`src/rtl/uart_tx_buffer.sv`:
```
// Bus-side TX front end for the uart: buffers core byte writes in a FIFO and drains them one at a time.
// Optional UART_TX_BUFFER_FLUSH_EN adds a FLUSH register (addr[3:2]==2) that empties the FIFO.
module uart_tx_buffer #(
    parameter int DEPTH = 16,
    parameter int CNT_W = $clog2(DEPTH) + 1
) (
    input  logic        clk,
    input  logic        rst,
    input  logic        buf_valid,
    input  logic        buf_instr,
    input  logic [31:0] buf_addr,
    input  logic [31:0] buf_wdata,
    input  logic [3:0]  buf_wstrb,
    output logic [31:0] buf_rdata,
    output logic        buf_ready,
    output logic        uart_valid,
    output logic        uart_instr,
    output logic [31:0] uart_addr,
    output logic [31:0] uart_wdata,
    output logic [3:0]  uart_wstrb,
    input  logic [31:0] uart_rdata,
    input  logic        uart_ready
);

    localparam int PTR_W = $clog2(DEPTH);

    localparam logic [1:0] SEL_DATA   = 2'd0;
    localparam logic [1:0] SEL_STATUS = 2'd1;
`ifdef UART_TX_BUFFER_FLUSH_EN
    localparam logic [1:0] SEL_FLUSH  = 2'd2;
`endif

    typedef enum logic [1:0] {
        IDLE,
        WAIT_W,
        WAIT_R
    } state_t;

    state_t state;

    logic [7:0]       mem [DEPTH];
    logic [PTR_W-1:0] wr_ptr;
    logic [PTR_W-1:0] rd_ptr;
    logic [CNT_W-1:0] count;

    logic             pending;
    logic [31:0]      req_addr;
    logic [7:0]       req_byte;
    logic             req_write;
    logic [31:0]      data_addr;

    logic             cur_valid;
    logic [31:0]      cur_addr;
    logic [7:0]       cur_byte;
    logic             cur_write;
    logic [1:0]       cur_sel;

    logic             full;
    logic             empty;
    logic             push;
    logic             pop;
    logic             rd_issue;
    logic             local_done;
    logic             flush;
    logic [31:0]      status_word;
    logic [31:0]      local_rdata;

    logic             unused_bits;

    assign unused_bits = &{1'b0, buf_instr, buf_wdata[31:8]};
    assign uart_instr  = 1'b0;

    // A fresh pulse is served in its own cycle; otherwise the latched copy is.
    always_comb begin
        cur_valid = pending | buf_valid;
        cur_addr  = pending ? req_addr  : buf_addr;
        cur_byte  = pending ? req_byte  : buf_wdata[7:0];
        cur_write = pending ? req_write : (|buf_wstrb);
        cur_sel   = cur_addr[3:2];
    end

    always_comb begin
        full       = (count == CNT_W'(DEPTH));
        empty      = (count == '0);
        push       = cur_valid && cur_write && (cur_sel == SEL_DATA) && !full;
        pop        = (state == IDLE) && !empty;
        rd_issue   = cur_valid && !cur_write && (cur_sel == SEL_DATA) && (state == IDLE) && empty;
        local_done = cur_valid && (cur_sel != SEL_DATA);
`ifdef UART_TX_BUFFER_FLUSH_EN
        flush      = cur_valid && cur_write && (cur_sel == SEL_FLUSH);
`else
        flush      = 1'b0;
`endif
    end

    always_comb begin
        status_word              = '0;
        status_word[0]           = full;
        status_word[1]           = empty;
        status_word[2]           = (state != IDLE);
        status_word[8 +: CNT_W]  = count;
        local_rdata              = (!cur_write && (cur_sel == SEL_STATUS)) ? status_word : '0;
    end

    always_ff @(posedge clk) begin
        if (push) begin
            mem[wr_ptr] <= cur_byte;
        end
    end

    // Request handling, FIFO bookkeeping and the drain FSM share one register block.
    always_ff @(posedge clk) begin
        if (!rst) begin
            state      <= IDLE;
            wr_ptr     <= '0;
            rd_ptr     <= '0;
            count      <= '0;
            pending    <= 1'b0;
            req_addr   <= '0;
            req_byte   <= '0;
            req_write  <= 1'b0;
            data_addr  <= '0;
            buf_rdata  <= '0;
            buf_ready  <= 1'b0;
            uart_valid <= 1'b0;
            uart_addr  <= '0;
            uart_wdata <= '0;
            uart_wstrb <= 4'h0;
        end else begin
            buf_ready  <= 1'b0;
            buf_rdata  <= '0;
            uart_valid <= 1'b0;

            if (buf_valid && !pending) begin
                pending   <= 1'b1;
                req_addr  <= buf_addr;
                req_byte  <= buf_wdata[7:0];
                req_write <= |buf_wstrb;
            end

            if (push || local_done) begin
                pending   <= 1'b0;
                buf_ready <= 1'b1;
                buf_rdata <= local_done ? local_rdata : '0;
            end

            if (push) begin
                wr_ptr    <= wr_ptr + 1'b1;
                data_addr <= cur_addr;
            end
            if (pop) begin
                rd_ptr <= rd_ptr + 1'b1;
            end

            case ({push, pop})
                2'b10:   count <= count + 1'b1;
                2'b01:   count <= count - 1'b1;
                default: count <= count;
            endcase

            // Flush wins over a same-cycle pop so the FIFO ends up empty.
            if (flush) begin
                wr_ptr <= '0;
                rd_ptr <= '0;
                count  <= '0;
            end

            case (state)
                IDLE: begin
                    if (pop) begin
                        uart_valid <= 1'b1;
                        uart_wstrb <= 4'hF;
                        uart_wdata <= {24'b0, mem[rd_ptr]};
                        uart_addr  <= data_addr;
                        state      <= WAIT_W;
                    end else if (rd_issue) begin
                        uart_valid <= 1'b1;
                        uart_wstrb <= 4'h0;
                        uart_wdata <= '0;
                        uart_addr  <= cur_addr;
                        state      <= WAIT_R;
                    end
                end
                WAIT_W: begin
                    if (uart_ready) begin
                        state <= IDLE;
                    end
                end
                WAIT_R: begin
                    if (uart_ready) begin
                        state     <= IDLE;
                        pending   <= 1'b0;
                        buf_ready <= 1'b1;
                        buf_rdata <= uart_rdata;
                    end
                end
                default: state <= IDLE;
            endcase
        end
    end

endmodule
```
`config.mk`:
```
export PLATFORM = sky130hd
export DESIGN_NAME = uart_tx_buffer
export DESIGN_NICKNAME = d
export VERILOG_FILES = /design/src/rtl/uart_tx_buffer.sv
export SDC_FILE = /design/constraint.sdc
export NUM_CORES = 1
export LEC_CHECK = 0
export ABC_AREA = 1
export BUFFER_PORTS_ARGS = -buffer_cell sky130_fd_sc_hd__buf_4
export CELL_PAD_IN_SITES_DETAIL_PLACEMENT = 0
export CELL_PAD_IN_SITES_GLOBAL_PLACEMENT = 2
export CORE_MARGIN = 3
export CORE_UTILIZATION = 36
export CTS_CLUSTER_SIZE = 20
export DETAILED_ROUTE_END_ITERATION = 16
export GPL_ROUTABILITY_DRIVEN = 0
export PLACE_DENSITY_LB_ADDON = 0.1
export RECOVER_POWER = 50
export SYNTH_ARGS = -nofsm -noshare
export SYNTH_HDL_FRONTEND = slang
export SYNTH_SLANG_ARGS = --single-unit
```
`constraint.sdc`:
```
create_clock -name clk -period 4.8 [get_ports clk]
set_input_delay 0.72 -clock clk [delete_from_list [all_inputs] [get_ports clk]]
set_output_delay 0.72 -clock clk [all_outputs]
set_load 0.02 [all_outputs]
```
# [Word level (Yosys, flattened, before mapping)]
# Memory sizes are Yosys's and may differ from the RTL's. A register that Yosys moved wholly into a read port is not among the register bits.
# Cells that the tools add are included.
[totals] ff_bits=191 ramBits=128 input_bits=105 out_inout_bits=103 mem_count=1
[op_classes] addsub=4 eq_ne=8 mux=32 bitwise=1 reduce_logical=28
[memory_table] name="mem" depth=16 word_bits=8 rd=1 rd_ports_with_merged_regs=1 write_ports=1 line="41" text="logic [7:0] mem [DEPTH];"
[ops] operator="2-to-1 mux 32 bit" count=7
[ops] operator="2-to-1 mux 13 bit" count=3
[ops] operator="2-to-1 mux 4 bit" count=4
[ops] operator="2-to-1 mux 1 bit" count=12
[ops] operator="logical AND 1 bit" count=11
[ops] operator="case mux 5 bit (2 select lines)" count=1
[ops] operator="adder 4 x 1 -> 4 bit, second input constant" count=2
[ops] operator="2-to-1 mux 8 bit" count=1
[ops] operator="nonzero test 2 bit" count=4
[ops] operator="equality test 2 x 1 -> 1 bit, second input constant" count=3
[ops] operator="2-to-1 mux 2 bit" count=3
[ops] operator="AND reduction 2 bit" count=3
[ops] operator="adder 5 x 1 -> 5 bit, second input constant" count=1
[ops] operator="equality test 5 bit, second input constant" count=1
[ops] operator="zero test 5 bit" count=1
[ops] operator="subtractor 5 x 1 -> 5 bit, second input constant" count=1
[ops] operator="equality test 2 bit, second input constant" count=2
[ops] operator="zero test 1 bit" count=4
[ops] operator="zero test 2 bit" count=2
[ops] operator="case mux 2 bit (2 select lines)" count=1
[ops] operator="OR reduction 4 bit" count=1
[ops] operator="inequality test 3 bit, second input constant" count=1
[ops] operator="inequality test 2 x 1 -> 1 bit, second input constant" count=1
[ops] operator="OR reduction 2 bit" count=1
[ops] operator="other kinds (2)" count=2

# [Depth between registers and ports, before layout]
[logic_depth] depth_word=10 depth_mapped=20 depth_no_buf=18

# [Worst setup path after synthesis]
# No wires, ideal clock.
[synth_path] path_kind="input-to-reg" start="in buf_addr[2]" end="reg count[4]" setup_ns=0.113 t_arrival_ns=2.492 required_ns=4.687 slack_ns=2.195 stages=17 cell_sequence="inv_1 > o21a_1 > nand3_2 > inv_2 > nand3_2 > buf_4 > buf_6 > ha_1 > xor2_1 > ha_1 > inv_1 > nand2_1 > nand3_1 > nand2_1 > nand3_1 > nor2_1 > nor2_1"
[synth_between] elab_chain_len=6
[synth_lines] item="start: declaration" line="11" text="input logic [31:0] buf_addr,"
[synth_lines] item="2-to-1 mux 32 bit *" line="76" text="cur_addr = pending ? req_addr : buf_addr;"
[synth_lines] item="zero test 2 bit *" line="85" text="push = cur_valid && cur_write && (cur_sel == SEL_DATA) && !full;"
[synth_lines] item="logical AND 1 bit * (2 in a row)" line="85"
[synth_lines] item="equality test 2 x 1 -> 1 bit or equality test 2 bit (tied branches)" line="155" text="case ({push, pop})"
[synth_lines] item="case mux 5 bit (2 select lines) or nonzero test 2 bit (tied branches)"
[synth_lines] item="end signal: assignment" line="156" text="2'b10: count <= count + 1'b1;"
[synth_lines] item="end signal: assignment" line="157" text="2'b01: count <= count - 1'b1;"
[synth_lines] item="end signal: assignment" line="158" text="default: count <= count;"
[synth_lines] item="end: declaration" line="44" text="logic [CNT_W-1:0] count;"
# Mark *: on every way between the ends. The rest lies on a longest branch, timed or not.
# A chain may end at the register's enable or synchronous reset.

# [Worst setup path in the final report]
[layout_path] start="reg pending" end="mem mem[11][4], enable pin"
[layout_between] elab_chain_len=6
[layout_lines] item="start: declaration" line="46" text="logic pending;"
[layout_lines] item="start signal: assignment" line="118" text="pending <= 1'b0;"
[layout_lines] item="start signal: assignment" line="135" text="pending <= 1'b1;"
[layout_lines] item="start signal: assignment" line="142" text="pending <= 1'b0;"
[layout_lines] item="2-to-1 mux 32 bit (tied with other cells)" line="76"
[layout_lines] item="zero test 2 bit or logical AND 1 bit (tied branches)" line="85"
[layout_lines] item="logical AND 1 bit * (2 in a row)" line="85"
[layout_lines] item="2-to-1 mux 1 bit *" line="106" text="if (push) begin"
[layout_lines] item="2-to-1 mux 1 bit (not written as such) *" line="107" text="mem[wr_ptr] <= cur_byte;"
[layout_lines] item="end: declaration" line="41"
# Marked as above.

==> reports/summary.txt <==
Status: finished, violations left
Violated checks: max-capacitance violations, max-slew violations
CP Class: flip-flop to flip-flop
Clock buffer depth: 3
Delay-heaviest family, CP: buffers and inverters
Height of the die: 194 microns
Chip width: 194 microns
Fin crit period: 3.23 ns
Max Clock Skew: 0.0154 ns
Share of cells above drive strength 1: 9.27%
Critical Path Most Common Cell: buf_4
Pre-antenna DRT Iters: 5
PortBufs: 157
Root Buffer: clkbuf_16
Fmax: 310 MHz
Most area-hungry cell type in the Yosys netlist: edfxtp_1
Fin Hold WS: 0.418 ns
Initial core utilization: 36.8%
Post-synthesis mux area share: 0%
Tightest Pin Transition: 1.70 ns
Pwr Density: 534 nW/um^2
Worst Slack Setup Final: 1.57 ns
Final instance area: 15,000 sq um
EDFF count, synth: 128
Data required, critical path: 4.92 ns
Leak Pwr: 0.00661 uW
Clock Pin Slew Worst Setup and Hold Paths: 0.06 ns
R2r setup slk: 1.57 ns
Setup crit end: mem[11][4]
Adder-cell area share of the yosys netlist: 0.980%
First-pass GRT wire length: 53,900 microns
Most frequent cells in the layout: 391 x nand2_1, 194 x inv_1, 185 x nor2_1
RSZ-0062 raised after global routing: no
Via count of the routed design: 9,841
CP Capture Type: flip-flop
Post-Route WL: 34,100 microns
Synth async-reset ratio: 0%
CP max stage delay: 0.78 ns
Clock power frac: 33.1%
Setup TNS: 0 ns
CTS Sinks: 296
Final Hold Fails: 0
Compound-gate portion of the synthesized area: 7.67%
Internal power: 5200 uW
Mapped cell area: 12,800 sq um
CTS buffer count: 36
Pins over their slew limit: 43
Overall die area: 37,800 sq um
Post-CTS Setup Inserts: 0
Register area share after synthesis: 56.5%
Peak VDD IR: 0.000330 V
Initial DRC count: 492
Placement Setup Slack: 1.63 ns
Worst skew pair latency: 0.51 ns
Top cell type's share of synthesized area: 30.1%
Largest family of logic cells by synthesized area: simple AND/OR/NAND/NOR gates
Post-synthesis simple-gate area fraction: 24.0%
Psw: 2820 uW
Critical path's slowest cell: nor3_2
WL/cell: 15.8 microns
CP arrival: 3.35 ns
Final Cycle Share: 67.2%
Final net count: 1,795
CORE AREA: 34,700 sq um
I/O Pins: 208
Crit-path cells: buf_4, inv_1, buf_4, nand2_1, nand2_1, inv_1, nand3_1, inv_2, nand3_2, buf_4, nor3_2
Placed inst area: 14,200 sq um
Distinct cells, synth: 31
Mapped Cells: 1,551
Top post-synthesis cells by area: edfxtp_1 30%, dfxtp_1 26%, nand2_1 11%
Max_cap viols: 1
Sw Ratio: 35.1%
ANT cells: 0
DRC Markers: 0
Routed Antenna Nets: 0
Initial antenna violation count: 0
# rows: 68
Crit. Startpoint: pending
Startpoint types: flip-flop
CP max FO: 42
Vias/cell: 4.56
Combinational share of power: 29.7%
R2R depth: 11
CP Buf/Inv Count: 6
R2r endpoint: mem[11][4]
CTS HTree Levels: 2
Syn avg cell area: 8.23 sq um
Total stage count of the critical path: 11
Hold_buf cts: 0
Most common cell after layout, fill and taps aside: nand2_1
Syn. warnings: 0
GR Util All Layers: 17.8%
Post-Synth XOR/XNOR Area: 0.412%
Launching point of the worst reg2reg path: pending
Cts repair resizes: 0
Hpwl dp: 21,000 microns
Area Overhead vs Synth: 17.6%
Largest net degree at the start of global routing: 75
Grt ovf: 0
Vias in the first global route: 9,527
Worst min path class: primary input to flip-flop
Final setup vio count: 0
Ys flop type: dfxtp_1
Yosys reg bits: 296
Slew HR: -13.6%
CTS tree: yes
Flop pwr share: 37.2%
## routing by layer
layer | GRT usage [%] | wire length [microns] | up-vias | part of all wire, %
li1 | - | - | 5123 | -
met1 | 23.5 | 15300 | 4498 | 45
met2 | 29.8 | 16500 | 173 | 48
met3 | 3.45 | 1550 | 47 | 4.6
met4 | 4.97 | 757 | 0 | 2.2
met5 | 0 | 0 | - | 0
## tightest hold or removal path: stages
cell     delay [ns]
buf_4          0.08
nand2_1        0.04
o21ai_0        0.05
## state kept, by name (all words and copies together) (netlist names), 5 cells and up, named ones only
register	flops
req_byte	8
uart_wdata	8
buf_rdata	32
mem	128
uart_addr	32
req_addr	32
count	5
data_addr	32
## cell families after synthesis
family	after synthesis
xor gates and xnor gates	6
other	1
AOI/OAI and AO/OA	193
adders and majority gates	10
and+or+nand+nor	734
DFF	296
buffers and inverters	311
## worst min path at each step
stage / from / end / slack, ns / depth (start not counted)
global route: uart_rdata[8] / buf_rdata[8] / 0.41 / 3
detailed placement: data_addr[3] / data_addr[3] / 0.43 / 2
floorplan: data_addr[2] / data_addr[2] / 0.42 / 2
global placement: data_addr[2] / data_addr[2] / 0.42 / 2
CTS: uart_rdata[10] / buf_rdata[10] / 0.39 / 3
finish: uart_rdata[10] / buf_rdata[10] / 0.42 / 3
## cells in the mapped netlist, drive strengths merged, types with 2 or more instances
cell type / number
a21oi: 59
a31oi: 2
buf: 61
clkbuf: 51
dfxtp: 168
edfxtp: 128
ha: 10
inv: 199
nand2: 393
nand3: 119
nand3b: 30
nand4: 3
nor2: 185
nor3: 4
o21ai: 129
xnor2: 2
xor2: 4
## per-stage QoR
stage                     total power (uW)  utilization (%)  cells
final                                 8020             43.2   2160
after global routing                  8590             43.2   2160
after CTS                             8300             44.2   2160
after detailed placement              5590             40.9   2097
after global placement                5580             40.9   2097
after floorplan                       4770                -   1575
## power by group through the flow
stage,combinational (uW),clock (uW),sequential (uW)
2_1_floorplan,1630,0,3140
3_3_place_gp,2540,0,3040
3_5_place_dp,2550,0,3040
4_1_cts,2560,2740,2990
5_1_grt,2730,2840,3010
6_report,2380,2660,2980
## cell type report
cell class	instances	area, sq um
clock buffers	52	1060
multi-input cells	968	4310
repair buffers	179	1020
fillers	3592	19700
flip-flops and latches	296	7210
clock inverters	11	101
well taps	455	569
inverters	199	747
No activity file was read; power rests on OpenSTA's default activity.
